## config.mk

```make
export PLATFORM = sky130hd
export DESIGN_NAME = rv_multicycle_ctrl
export DESIGN_NICKNAME = d
export VERILOG_FILES = /design/src/rtl/rv_multicycle_ctrl.sv
export SDC_FILE = /design/constraint.sdc
export NUM_CORES = 1
export LEC_CHECK = 0
export ABC_AREA = 1
export BUFFER_PORTS_ARGS = -buffer_cell sky130_fd_sc_hd__buf_2
export CAP_MARGIN = 20
export CORE_UTILIZATION = 35
export CTS_CLUSTER_DIAMETER = 200
export CTS_CLUSTER_SIZE = 8
export DETAILED_ROUTE_END_ITERATION = 8
export PLACE_DENSITY = 0.86
export RECOVER_POWER = 25
export SLEW_MARGIN = 10
export SYNTH_ARGS = -nofsm -noshare
export SYNTH_HDL_FRONTEND = slang
export SYNTH_SLANG_ARGS = --single-unit
```

## constraint.sdc

```tcl
create_clock -name clk -period 2.9 [get_ports clk]
set_input_delay 0.145 -clock clk [delete_from_list [all_inputs] [get_ports clk]]
set_output_delay 0.145 -clock clk [all_outputs]
set_load 0.05 [all_outputs]
```

## src/rtl/rv_multicycle_ctrl.sv

```systemverilog
`default_nettype none
// ============================================================================
// Module   : rv_multicycle_ctrl
// Purpose  : Multicycle FETCH/DECODE/EXEC/MEM/WB control FSM for the RV32I
//            datapath. Define RV_CTRL_PERF_EN to build the cycle/instret counters.
// Revision : 1.0 - initial release
// ============================================================================
module rv_multicycle_ctrl #(
    parameter int MEM_TIMEOUT = 0,
    parameter int PERF_W      = 32
) (
    input  logic              clk,
    input  logic              reset,
    input  logic [31:0]       inst_code,
    input  logic              mem_ready,
    input  logic              alu_zero,
    output logic              ir_we,
    output logic              pc_we,
    output logic              pc_src,
    output logic              mem_req,
    output logic              mem_we,
    output logic              mem_addr_src,
    output logic              alu_src_b,
    output logic [1:0]        alu_op,
    output logic              rf_we,
    output logic [1:0]        wb_sel,
    output logic              trap,
    output logic [2:0]        state_dbg,
    output logic [PERF_W-1:0] cycle_cnt,
    output logic [PERF_W-1:0] instret_cnt
);

    typedef enum logic [2:0] {
        S_FETCH  = 3'd0,
        S_DECODE = 3'd1,
        S_EXEC   = 3'd2,
        S_MEM    = 3'd3,
        S_WB     = 3'd4,
        S_TRAP   = 3'd7
    } state_t;

    localparam logic [6:0] c_OP_LOAD   = 7'b0000011;
    localparam logic [6:0] c_OP_ALUI   = 7'b0010011;
    localparam logic [6:0] c_OP_RTYPE  = 7'b0110011;
    localparam logic [6:0] c_OP_STORE  = 7'b0100011;
    localparam logic [6:0] c_OP_LUI    = 7'b0110111;
    localparam logic [6:0] c_OP_BRANCH = 7'b1100011;

    state_t      r_state;
    state_t      w_state_next;
    logic        w_timeout;

    logic [6:0]  w_opcode;
    logic [2:0]  w_funct3;
    logic        w_is_load, w_is_alui, w_is_rtype, w_is_store, w_is_lui, w_is_branch;
    logic        w_legal, w_taken;
    logic        w_unused_bits;

    assign w_opcode      = inst_code[6:0];
    assign w_funct3      = inst_code[14:12];
    assign w_unused_bits = ^{inst_code[31:15], inst_code[11:7]};

    assign w_is_load   = (w_opcode == c_OP_LOAD);
    assign w_is_alui   = (w_opcode == c_OP_ALUI);
    assign w_is_rtype  = (w_opcode == c_OP_RTYPE);
    assign w_is_store  = (w_opcode == c_OP_STORE);
    assign w_is_lui    = (w_opcode == c_OP_LUI);
    assign w_is_branch = (w_opcode == c_OP_BRANCH);

    // Only BEQ (000) and BNE (001) are supported branches.
    assign w_legal = w_is_load | w_is_alui | w_is_rtype | w_is_store | w_is_lui |
                     (w_is_branch & (w_funct3[2:1] == 2'b00));
    assign w_taken = w_funct3[0] ? ~alu_zero : alu_zero;

    always_ff @(posedge clk) begin
        if (reset) begin
            r_state <= S_FETCH;
        end else begin
            r_state <= w_state_next;
        end
    end

    always_comb begin
        w_state_next = r_state;
        ir_we        = 1'b0;
        pc_we        = 1'b0;
        pc_src       = 1'b0;
        mem_req      = 1'b0;
        mem_we       = 1'b0;
        mem_addr_src = 1'b0;
        alu_src_b    = 1'b0;
        alu_op       = 2'b00;
        rf_we        = 1'b0;
        wb_sel       = 2'b00;
        trap         = 1'b0;
        case (r_state)
            S_FETCH: begin
                mem_req = 1'b1;
                if (mem_ready) begin
                    ir_we        = 1'b1;
                    w_state_next = S_DECODE;
                end else if (w_timeout) begin
                    w_state_next = S_TRAP;
                end
            end
            S_DECODE: begin
                w_state_next = w_legal ? S_EXEC : S_TRAP;
            end
            S_EXEC: begin
                if (w_is_branch) begin
                    alu_op       = 2'b01;
                    pc_we        = 1'b1;
                    pc_src       = w_taken;
                    w_state_next = S_FETCH;
                end else if (w_is_load || w_is_store) begin
                    alu_src_b    = 1'b1;
                    w_state_next = S_MEM;
                end else if (w_is_alui) begin
                    alu_src_b    = 1'b1;
                    alu_op       = 2'b10;
                    w_state_next = S_WB;
                end else if (w_is_rtype) begin
                    alu_op       = 2'b10;
                    w_state_next = S_WB;
                end else if (w_is_lui) begin
                    w_state_next = S_WB;
                end else begin
                    w_state_next = S_TRAP;
                end
            end
            S_MEM: begin
                mem_req      = 1'b1;
                mem_addr_src = 1'b1;
                mem_we       = w_is_store;
                if (mem_ready) begin
                    if (w_is_store) begin
                        pc_we        = 1'b1;
                        w_state_next = S_FETCH;
                    end else begin
                        w_state_next = S_WB;
                    end
                end else if (w_timeout) begin
                    w_state_next = S_TRAP;
                end
            end
            S_WB: begin
                rf_we        = 1'b1;
                pc_we        = 1'b1;
                wb_sel       = w_is_load ? 2'b01 : (w_is_lui ? 2'b10 : 2'b00);
                w_state_next = S_FETCH;
            end
            S_TRAP: begin
                trap = 1'b1;
            end
            default: begin
                w_state_next = S_TRAP;
            end
        endcase
        // A reset cycle must never issue a request or commit architectural state.
        if (reset) begin
            ir_we        = 1'b0;
            pc_we        = 1'b0;
            pc_src       = 1'b0;
            mem_req      = 1'b0;
            mem_we       = 1'b0;
            mem_addr_src = 1'b0;
            alu_src_b    = 1'b0;
            alu_op       = 2'b00;
            rf_we        = 1'b0;
            wb_sel       = 2'b00;
            trap         = 1'b0;
        end
    end

    assign state_dbg = r_state;

    generate
        if (MEM_TIMEOUT > 0) begin : g_timeout
            localparam int WAIT_W = $clog2(MEM_TIMEOUT + 1);
            logic [WAIT_W-1:0] r_wait_cnt;

            // Restarts on every state change so each access gets a fresh budget.
            always_ff @(posedge clk) begin
                if (reset || (w_state_next != r_state)) begin
                    r_wait_cnt <= '0;
                end else if (r_state != S_TRAP) begin
                    r_wait_cnt <= r_wait_cnt + 1'b1;
                end
            end

            assign w_timeout = (r_wait_cnt == WAIT_W'(MEM_TIMEOUT - 1)) && !mem_ready;
        end else begin : g_no_timeout
            assign w_timeout = 1'b0;
        end
    endgenerate

`ifdef RV_CTRL_PERF_EN
    logic [PERF_W-1:0] r_cycle_cnt;
    logic [PERF_W-1:0] r_instret_cnt;

    always_ff @(posedge clk) begin
        if (reset) begin
            r_cycle_cnt   <= '0;
            r_instret_cnt <= '0;
        end else if (r_state != S_TRAP) begin
            r_cycle_cnt <= r_cycle_cnt + 1'b1;
            if (pc_we) begin
                r_instret_cnt <= r_instret_cnt + 1'b1;
            end
        end
    end

    assign cycle_cnt   = r_cycle_cnt;
    assign instret_cnt = r_instret_cnt;
`else
    assign cycle_cnt   = '0;
    assign instret_cnt = '0;
`endif

endmodule
`default_nettype wire

```

* Yosys cells after proc, flatten, opt, wreduce, memory -nomap -nowiden
Index checks and enable logic that the tools add are counted.
Storage, ports and cells: word-level logic and storage cells 74, flip-flop bits (word level) 3
Operators by class: equality and inequality tests 13, mux-type cells 47, bitwise logic cells 8, reductions and logical operators 5
Operators by type and width (number):
- two-way mux 1 bit | 26
- two-way mux 2 bit | 13
- == test 7 x 6 -> 1 bit, second input constant | 3
- two-way mux 3 bit | 6
- case mux 3 bit (6 select lines) | 1
- == test 7 x 2 -> 1 bit, second input constant | 1
- == test 7 x 5 -> 1 bit, second input constant | 1
- == test 7 bit, second input constant | 1
- == test 3 x 2 -> 1 bit, second input constant | 2
- == test 3 bit, second input constant | 2
- OR 1 bit | 5
- inequality test 2 bit, second input constant | 2
- == test 3 x 1 -> 1 bit, second input constant | 1
- logical NOT 3 bit | 1
- case mux 1 bit (3 select lines) | 1
- AND reduction 3 bit | 1
- logical NOT 2 bit | 1
- inverter 1 bit | 2
- OR reduction 2 bit | 1
- AND 1 bit | 1
- logical OR 1 bit | 1

* Logic depth before layout (Yosys ltp)
Gate-level depths: netlist of run 1.
depth after elaboration 8, gate-level depth with buffers 10, depth with buffers taken out 10

* Worst setup path before layout of run 1
No wires, ideal clock.
path kind reg-to-output, start point register r_state[1], in the netlist state_dbg[1], end point output alu_src_b, slack 232 ps, required time 2755 ps, arrival time 2523 ps, stages on the path, launching flop included 3, buffers on the path 0, cells stage by stage dfxtp_1 > nand3_1 > nor4_1
Between the ends: longest elaborated chain between the ends 3
RTL lines:
- start: declaration | line 49 | state_t r_state;
- start signal: assignment | line 79 | r_state <= w_state_next;
- == test 3 x 2 -> 1 bit | line 96 | case (r_state)
- two-way mux 1 bit | line 96
- two-way mux 1 bit | line 160 | if (reset) begin
- end: declaration | line 23 | output logic alu_src_b,
No other way between the ends.

* Worst setup path in the final report of run 1
start point register r_state[1], in the netlist state_dbg[1], end point output pc_we
Between the ends: longest elaborated chain between the ends 3
RTL lines:
- == test 3 bit or == test 3 x 2 -> 1 bit (tied branches) | line 96
- case mux 1 bit (3 select lines) * | line 96
- two-way mux 1 bit * | line 160
- end: declaration | line 18 | output logic pc_we,
Every way passes the cells marked *; elsewhere a longest branch is shown, timed or not.

==> results.md, run 1 <==
* Vias in the first global route at 570
* Async SR Flop Fraction at 0%
* Sequential element share of the synthesized area at 6.45%
* M1 GR Usage at 11.6%
* Slew Limit Headroom at 59.6%
* Yosys warnings at 0
* Largest register FFs at 3
* Final wirelength at 1440 um
* H-tree levels at 1
* Clk sinks at 3
* Synth cell types at 24
* CTS Buffer Depth at 2
* EDFF count, synth at 0
* Worst-margin pin slew at 0.609 ns
* CTS resizes at 0
* Non-Filler Instances at 209
* Most used DFF post-synth: dfxtp_1
* Num CTS Buffers at 3
* CTS tree: done
* Drt pass-1 iters at 4
* Number of synthesized register bits at 3
* Fin Clk Skew at 0.00281 ns
* Grt ovf at 0
* Routed wire per std cell at 6.90 um
* Mapped Area at 931 um2
* Tcrit/Tclk final at 57.1%
* # setup viols final at 0
* Root Buffer: clkbuf_4
* Yosys top cell by area: buf_4
* Initial antenna violation count at 0
* Total GRT Usage at 10.7%
* Most frequent cells after synthesis: buf_4 (64), nand2_1 (21), inv_1 (14)
* Syn Area/Cell at 6.29 um2
* Core area at 0.00250 mm2
* Skew-Pair Late Insertion Delay at 0.23 ns
* Largest net degree at the start of global routing at 11
* Vias per cell at 3.71
* Pwr dens at 766 mW/mm2
* DRT iter0 DRCs at 14
* Crit path launch type: flop
* Routability Congestion at 0.806
* Crit path kind: reg2out
* I/O Buffers at 29
* Dpl cells at 205
* Placed wire-length estimate at 1270 um
* FMAX at 0.604 GHz
* Die Wd at 53.6 um
* CP Capture Type: output pin
* Reg clk slew, reported paths at 0.04 ns
* Vias at 776
* Post-CTS Hold Buffers at 0
* Status: complete, no violations
* # DRC at 0
* Met2 usage at 19.4%
* Most frequent cell after synthesis: buf_4
* Fillers at 288
* Peak supply drop at 416 uV
* Cell count after synthesis at 148
* Crit-path max FO at 6
* Synth-to-layout area growth at -4.70%
* Num rows at 18
* Top cell type's share of synthesized area at 51.6%
* Nets at 216
* TNS Setup at 0 ns
* Global-route wire length before repair at 2260 um
* Height of the die at 53.6 um
* CP Data Required Time at 2.76 ns
* Crit path DAT at 1.51 ns
* Post-CTS Setup Repair Bufs at 0
* Share of layout cells above drive strength 1 at 22.3%
* Largest cells by area after synthesis: buf_4 (52%), nand2_1 (8.5%), dfxtp_1 (6.5%)
* Num ports at 116
* Met3 Use GR at 2.54%
* Antenna Nets Post-Route at 0
* Slew Limit Fails at 0
* Max_cap viols at 0
* Die Area at 0.00287 mm2
* Tmin final at 1.66 ns
* Initial core utilization at 37.2%
* Final Hold Viols at 0
* RSZ-0062 raised after global routing: no
* Leakage power at 0.579 nW
* GRT Max-Usage Layer: met2
* Hold Crit Class: in2reg
* Antenna Cells at 0
## worst paths after layout
check	startpoint	end	slack, ns	depth (start not counted)
worst min-delay path	reset	state_dbg[2]	0.33	3
worst min register to register	state_dbg[2]	state_dbg[1]	0.72	4
worst max-delay path	state_dbg[1]	pc_we	1.24	5
worst max register to register	state_dbg[1]	state_dbg[0]	1.72	6
## report_power, final
| part | internal [W] | total (W) | switching, W |
|---|---|---|---|
| Clock | 0.0000516 | 0.0000736 | 0.0000220 |
| Combinational | 0.0000875 | 0.000522 | 0.000435 |
| Sequential | 0.0000603 | 0.0000840 | 0.0000237 |
| Total | 0.000199 | 0.000680 | 0.000480 |
## critical path, stage by stage (launching register included)
cell     delay (ns)
dfxtp_1        0.43
nand3_1        0.23
nor3_2         0.24
nor2_1         0.06
nand2_1        0.06
buf_2          0.25
## placed cells by master, fill, tap and decap left out, types with 2 or more instances in the layout
master    synthesis  final
conb_1            1     64
buf_2             1     26
nand2_1          21     21
inv_1            14     14
nor2_1           13     13
nor3_1            6      6
nand3_1           4      4
clkbuf_1          0      4
nor4_1            3      3
clkbuf_4          0      3
dfxtp_1           3      3
inv_2             2      2
nand2_2           2      2
nor2_2            2      2
nor3_2            2      2
## metal layers
layer | vias to the layer above | part of all wire [%]
met1 | 321 | 37
met3 | 2 | 9.4
met5 | - | 0
met4 | 0 | 1.2
li1 | 392 | -
met2 | 61 | 52
## layout make-up
| class | instances | area [um2] | area share [%] |
|---|---|---|---|
| multi-input cells | 127 | 562 | 63.3 |
| repair buffers | 29 | 141 | 15.9 |
| flip-flops and latches | 3 | 60.1 | 6.77 |
| clock buffers | 4 | 26.3 | 2.96 |
| inverters | 16 | 60.1 | 6.77 |
| well taps | 30 | 37.5 | 4.23 |
## cell families after synthesis
group                     share of synthesized area [%]
other                                             0.403
DFF                                                6.45
AOI/OAI and AO/OA                                  2.42
and+or+nand+nor                                    31.2
buffers and inverters                              58.6
xor gates and xnor gates                          0.941
## through the flow
step | instance area, um2 | setup WS (ns) | hold slack, ns | total power (W) | util, %
after floorplan | 1170 | 0.232 | 0.430 | 0.000601 | -
after global placement | 865 | 1.52 | 0.574 | 0.000605 | 34.6
after detailed placement | 865 | 1.52 | 0.564 | 0.000610 | 34.6
after CTS | 891 | 1.25 | 0.323 | 0.000687 | 35.6
after global routing | 887 | 1.14 | 0.344 | 0.000737 | 35.5
final | 887 | 1.24 | 0.334 | 0.000680 | 35.5
No activity file was read; power rests on OpenSTA's default activity.
==> inputs of run 2 (changes only) <==
--- a/config.mk
+++ b/config.mk
@@ -8,11 +8,11 @@
 export ABC_AREA = 1
 export BUFFER_PORTS_ARGS = -buffer_cell sky130_fd_sc_hd__buf_2
 export CAP_MARGIN = 20
-export CORE_UTILIZATION = 35
+export CORE_UTILIZATION = 33
 export CTS_CLUSTER_DIAMETER = 200
 export CTS_CLUSTER_SIZE = 8
 export DETAILED_ROUTE_END_ITERATION = 8
-export PLACE_DENSITY = 0.86
+export PLACE_DENSITY = 0.82
 export RECOVER_POWER = 25
 export SLEW_MARGIN = 10
 export SYNTH_ARGS = -nofsm -noshare
==> constraint.sdc (replaced) <==
create_clock -name clk -period 1.6 [get_ports clk]
set_input_delay 0.08 -clock clk [delete_from_list [all_inputs] [get_ports clk]]
set_output_delay 0.08 -clock clk [all_outputs]
set_load 0.05 [all_outputs]
==> run 2 against run 1 <==
Net effect:
- clock-buffer cell count stayed put
- sequential share of layout area rose by 0.054 points
- combinational power is 95% higher
- clock skew fell by 0.0013 ns
- utilization is 3.8 points higher
- critical path type unchanged
- critical endpoint unchanged
- largest cell class unchanged
- largest power group unchanged
- highest routed layer is now met3
==> results.md, run 2 (synthesis results as in run 1) <==
* Leakage power at 0.616 nW (+6.5%)
* Num rows at 18 (unchanged)
* Vias per cell at 3.56 (-4.0%)
* Clk pwr share at 9.7% (-1.1 points)
* Post-DP Area at 973 um2 (+13%)
* Initial core utilization at 36.3% (-0.98 points)
* Max_cap viols at 0 (unchanged)
* CP Capture Type: output pin
* Pwr dens at 1300 mW/mm2 (+70%)
* I/O Buffers at 29 (unchanged)
* Tcrit/Tclk final at 91.9%
* Seq pwr share at 12.9% (+0.5 points)
* Core area at 0.00257 mm2 (+2.7%)
* Peak supply drop at 863 uV (+110%)
* Final Hold Viols at 0 (unchanged)
* Top delay family on crit path: simple AND/OR/NAND/NOR gates
* CTS tree: done
* Slew Limit Fails at 0 (unchanged)
* Status: complete, no violations
* Design area at 0.00101 mm2 (+14%)
* H-tree levels at 1 (unchanged)
* Most frequent cells in the layout: conb_1 (64), buf_2 (24), nand2_1 (20), inv_1 (14), nor2_1 (13)
* Hold Crit Class: in2reg
* # DRC at 0 (unchanged)
* Drt pass-1 iters at 4 (unchanged)
* Antenna Cells at 0 (unchanged)
* TNS Setup at 0 ns (unchanged)
* Largest register FFs at 3 (unchanged)
* Crit-path max FO at 7 (+1)
* Largest net degree at the start of global routing at 10 (-1)
* Post-CTS Setup Repair Bufs at 0 (unchanged)
* RSZ-0062 raised after global routing: no
* CTS Buffer Depth at 2 (unchanged)
* Fillers at 291 (+1.0%)
* Tmin final at 1.47 ns
* Initial antenna violation count at 0 (unchanged)
* Crit path DAT at 1.39 ns (-0.12 ns)
* Height of the die at 55.1 um (+2.9%)
* Synth-to-layout area growth at 8.33%
* Nets at 218 (+0.93%)
* FMAX at 0.680 GHz
* Buf/Inv on CP at 3 (+2)
* Crit path launch type: flop
* Share of layout cells above drive strength 1 at 29.3% (+6.9 points)
* Final wirelength at 1560 um (+7.8%)
* Root Buffer: clkbuf_4
* Vias in the first global route at 538 (-5.6%)
* Num CTS Buffers at 3 (unchanged)
* Routed wire per std cell at 7.37 um (+6.7%)
* Placed wire-length estimate at 1390 um (+9.2%)
* Worst path max stage delay at 0.32 ns (-0.11 ns)
* Slew Limit Headroom at 60.3% (+0.72 points)
* Total GRT Usage at 9.71% (-1.0 points)
* Clk sinks at 3 (unchanged)
* CP Data Required Time at 1.52 ns (-1.24 ns)
* Reg clk slew, reported paths at 0.03 ns (about the same)
* Dpl cells at 207 (+0.98%)
* Fin Clk Skew at 0.00147 ns (-0.00134 ns)
* Skew-Pair Late Insertion Delay at 0.23 ns (about the same)
* Global-route wire length before repair at 2210 um (-2.1%)
* CP max stage cell: dfxtp_2
* Die Area at 0.00304 mm2 (+5.8%)
* # setup viols final at 0 (unchanged)
* Pint at 0.000394 W (+98%)
* Non-Filler Instances at 211 (+0.96%)
* Crit path kind: reg2out
* Num ports at 116 (unchanged)
* DRT iter0 DRCs at 11 (-3)
* Worst-margin pin slew at 0.598 ns (-0.0108 ns)
* Critical-path cell list: inv_2 -> nor3_1 -> nand2_1 -> inv_1 -> nor2_1 -> nand2_4 -> clkbuf_4
* Most common cell after layout, fill and taps aside: conb_1
* Net Sw Power at 0.000918 W (+91%)
* Die Wd at 55.1 um (+2.9%)
* Antenna Nets Post-Route at 0 (unchanged)
* Grt ovf at 0 (unchanged)
* Switching portion of total power at 70.0% (-0.69 points)
* Combinational share of power at 77.4% (+0.6 points)
* Routability Congestion at 0.814 (+1.0%)
* Vias at 752 (-3.1%)
## run 2: cell types whose count changed in the layout (fill, tap and decap cells not counted), sizes merged
| cell | delta |
|---|---|
| clkbuf | +1 |
| buf | +1 |
## run 2: repair_timing
| action | CTS | global route |
|---|---|---|
| setup endpoints to repair | 1 | 2 |
| hold buffers | 0 | 0 |
| hold endpoints to repair | 0 | 0 |
| gates resized for setup | 1 | 2 |
## run 2: layout make-up
class / instances / area, um2 / share of cell area [%]
multi-input combinational: 127 / 654 / 64.9
timing repair buffer: 31 / 161 / 16.0
sequential: 3 / 68.8 / 6.82
inverter: 16 / 60.1 / 5.96
tap: 30 / 37.5 / 3.72
clock buffer: 4 / 26.3 / 2.61
## run 2: path summary, 6_finish.rpt
check	start	to	slack [ns]	depth (start not counted)
max	state_dbg[2]	pc_we	0.13	7
max reg2reg	state_dbg[1]	state_dbg[0]	0.42	8
min	reset	state_dbg[0]	0.18	4
min reg2reg	state_dbg[2]	state_dbg[1]	0.68	4
## run 2: power by group through the flow
stage / clock network [W] / logic [W] / registers (W)
floorplan: 0 / 0.000879 / 0.000273
global placement: 0 / 0.000998 / 0.000163
detailed placement: 0 / 0.00100 / 0.000166
CTS: 0.000134 / 0.00101 / 0.000165
global route: 0.000140 / 0.00108 / 0.000179
finish: 0.000128 / 0.00102 / 0.000169
## run 2: per-stage QoR
step	hold WS (ns)	total power [W]	utilization, %	setup slack [ns]
detailed placement	0.416	0.00117	37.9	0.233
CTS	0.179	0.00130	39.0	0.00832
finish	0.177	0.00131	39.3	0.130
global placement	0.410	0.00116	37.9	0.245
floorplan	0.262	0.00115	-	-0.0356
global route	0.209	0.00140	39.3	0.0193
## run 2: routing by layer
layer	share of wire, %	track usage [%]	vias up
li1	-	-	392
met1	39	12.9	310
met2	51	17.1	50
met3	9.2	0.273	0
met4	0	2.50	0
met5	0	0	-
## run 2: worst reg2reg max path: cells and delay by family, from the launching register on
kind,cells,cell delay (ns)
flip-flops,1,0.36
buffers and inverters,1,0.06
AO/OA/AOI/OAI,1,0.08
AND/OR/NAND/NOR,6,0.58
==> inputs of run 3 (changes only) <==
==> constraint.sdc (replaced) <==
create_clock -name clk -period 1.4 [get_ports clk]
set_input_delay 0.07 -clock clk [delete_from_list [all_inputs] [get_ports clk]]
set_output_delay 0.07 -clock clk [all_outputs]
set_load 0.05 [all_outputs]
==> run 3 against run 2 <==
Net effect:
- register-to-register slack worse by 0.29 ns
- clock-buffer cell count did not move
- clock power increased by 20%
- cell area up 14%
- first-iteration DRC count is 18% lower
- global-route usage up 1.1 points
- cell count is 2.4% higher
- largest power group unchanged
- setup slack worse by 0.11 ns
- utilization is 5.3 points higher
==> results.md, run 3 (synthesis results as in run 1) <==
* Vias per cell at 3.77 (+5.7%)
* Drt pass-1 iters at 4 (unchanged)
* Post-CTS Hold Buffers at 0 (unchanged)
* CTS Buffer Depth at 2 (unchanged)
* Net Sw Power at 0.00113 W (+24%)
* TNS Setup at 0 ns (unchanged)
* Max_cap viols at 0 (unchanged)
* Height of the die at 55.1 um (unchanged)
* Design area at 0.00114 mm2 (+14%)
* CTS tree: done
* Most frequent cells in the layout: conb_1 (64), buf_2 (18), nand2_1 (17), inv_1 (11), buf_4 (11)
* Routed wire per std cell at 7.60 um (+3.2%)
* Final setup margin at 0.0168 ns (-0.113 ns)
* I/O Buffers at 29 (unchanged)
* RSZ-0062 raised after global routing: yes
* Tot Pwr at 0.00169 W (+29%)
* Global-route wire length before repair at 2360 um (+6.8%)
* Seq pwr share at 13.7% (+0.8 points)
* Tcrit/Tclk final at 98.8%
* Clk sinks at 3 (unchanged)
* Reg clk slew, reported paths at 0.04 ns (about the same)
* Combinational share of power at 77.2% (-0.2 points)
* Most common cell after layout, fill and taps aside: conb_1
* Routed met3 length at 180 um (+26%)
* Pint at 0.000555 W (+41%)
* Antenna Cells at 0 (unchanged)
* Crit path launch type: flop
* Slew Limit Headroom at 60.6% (+0.27 points)
* DRT iter0 DRCs at 9 (-2)
* Grt ovf at 0 (unchanged)
* Pwr dens at 1480 mW/mm2 (+13%)
* Skew-Pair Late Insertion Delay at 0.24 ns (about the same)
* Final wirelength at 1640 um (+5.6%)
* # DRC at 0 (unchanged)
* Nets at 223 (+2.3%)
* Initial core utilization at 36.3% (unchanged)
* Largest net degree at the start of global routing at 8 (-2)
* Slew Limit Fails at 0 (unchanged)
* Largest register FFs at 3 (unchanged)
* Worst path max stage delay at 0.35 ns (+0.03 ns)
* Critical-path cell list: inv_8 -> nor3_2 -> nand2_2 -> clkinvlp_4 -> nor2_4 -> nand2_4 -> buf_8
* CP Capture Type: output pin
* Clk pwr share at 9.1% (-0.6 points)
* CP max stage cell: dfxtp_4
* Root Buffer: clkbuf_4
* Die Area at 0.00304 mm2 (unchanged)
* Antenna Nets Post-Route at 0 (unchanged)
* Highest metal used: met4
* Crit path DAT at 1.31 ns (-0.08 ns)
* Leakage power at 0.668 nW (+8.5%)
* Status: complete, no violations
* Met2 routed WL at 862 um (+8.0%)
* Crit-path max FO at 7 (unchanged)
* Vias at 814 (+8.2%)
* Detailed-routing wirelength on met1 at 571 um (-6.7%)
* Pre-CTS WS at 0.0884 ns (-0.144 ns)
* Switching portion of total power at 67.2% (-2.8 points)
* Die Wd at 55.1 um (unchanged)
* Fin Clk Skew at 0.00177 ns (+0.000301 ns)
* Synth-to-layout area growth at 23.0%
* Core area at 0.00257 mm2 (unchanged)
* Num rows at 18 (unchanged)
* Peak supply drop at 1280 uV (+49%)
* Initial antenna violation count at 0 (unchanged)
* Hold Crit Class: in2reg
* Share of layout cells above drive strength 1 at 38.2% (+8.9 points)
* Post-DP Area at 0.00105 mm2 (+7.6%)
* Routability Congestion at 0.800 (-1.7%)
* H-tree levels at 1 (unchanged)
* FMAX at 0.723 GHz
* Placed wire-length estimate at 1450 um (+4.2%)
* Num ports at 116 (unchanged)
* Tmin final at 1.38 ns
* Crit path kind: reg2out
* Vias in the first global route at 643 (+20%)
* CP Data Required Time at 1.33 ns (-0.19 ns)
* Num CTS Buffers at 3 (unchanged)
* Total GRT Usage at 10.8% (+1.1 points)
* Fillers at 266 (-8.6%)
* Worst-margin pin slew at 0.594 ns (-0.00412 ns)
* Final Hold Viols at 0 (unchanged)
* # setup viols final at 0 (unchanged)
-- run 3: cell count changes in the layout (fill, tap and decap cells not counted), sizes merged --
cell      change
buf           +5
clkinvlp      +1
inv           -1
-- run 3: worst max-delay path: cells and delay by family (launching register included) --
kind / cells / cell delay (ns)
and+or+nand+nor: 4 / 0.35
buffers and inverters: 3 / 0.36
DFF: 1 / 0.35
-- run 3: final cells by class --
class	instances	area, um2	share of cell area, %
Sequential cell	3	71.3	6.23
Tap cell	30	37.5	3.28
Clock buffer	4	26.3	2.30
Timing Repair Buffer	36	236	20.7
Multi-Input combinational cell	127	699	61.1
Inverter	16	73.8	6.45
-- run 3: timing repair --
item / CTS / global route
setup buffers: 0 / 2
endpoints found under the hold margin: 0 / 0
gates resized for setup: 9 / 14
pin swaps: 3 / 3
setup endpoints to repair: 6 / 9
-- run 3: path summary, 6_finish.rpt --
check / from / to / slack, ns / depth (start not counted)
max: state_dbg[2] / pc_we / 0.02 / 7
min: reset / state_dbg[0] / 0.28 / 4
min reg2reg: state_dbg[2] / state_dbg[0] / 0.71 / 4
max reg2reg: state_dbg[0] / state_dbg[2] / 0.13 / 7
-- run 3: routing by layer --
| metal | vias to the layer above | track usage (%) |
|---|---|---|
| met1 | 347 | 10.2 |
| met4 | 0 | 6.25 |
| met3 | 4 | 1.91 |
| met2 | 59 | 21.5 |
| li1 | 404 | - |
| met5 | - | 0 |
-- run 3: metrics by stage --
step,hold WS [ns],util (%),cells
detailed placement,0.515,40.8,210
global route,0.311,44.6,216
finish,0.283,44.6,216
CTS,0.278,42.9,214
floorplan,0.204,-,211
global placement,0.516,40.8,210
-- run 3: power groups by stage --
stage                     sequential (W)  clock [W]  combinational [W]
after floorplan                 0.000341          0            0.00106
after global placement          0.000212          0            0.00120
after detailed placement        0.000215          0            0.00121
after CTS                       0.000218   0.000161            0.00124
after global routing            0.000242   0.000166            0.00140
final                           0.000232   0.000154            0.00130
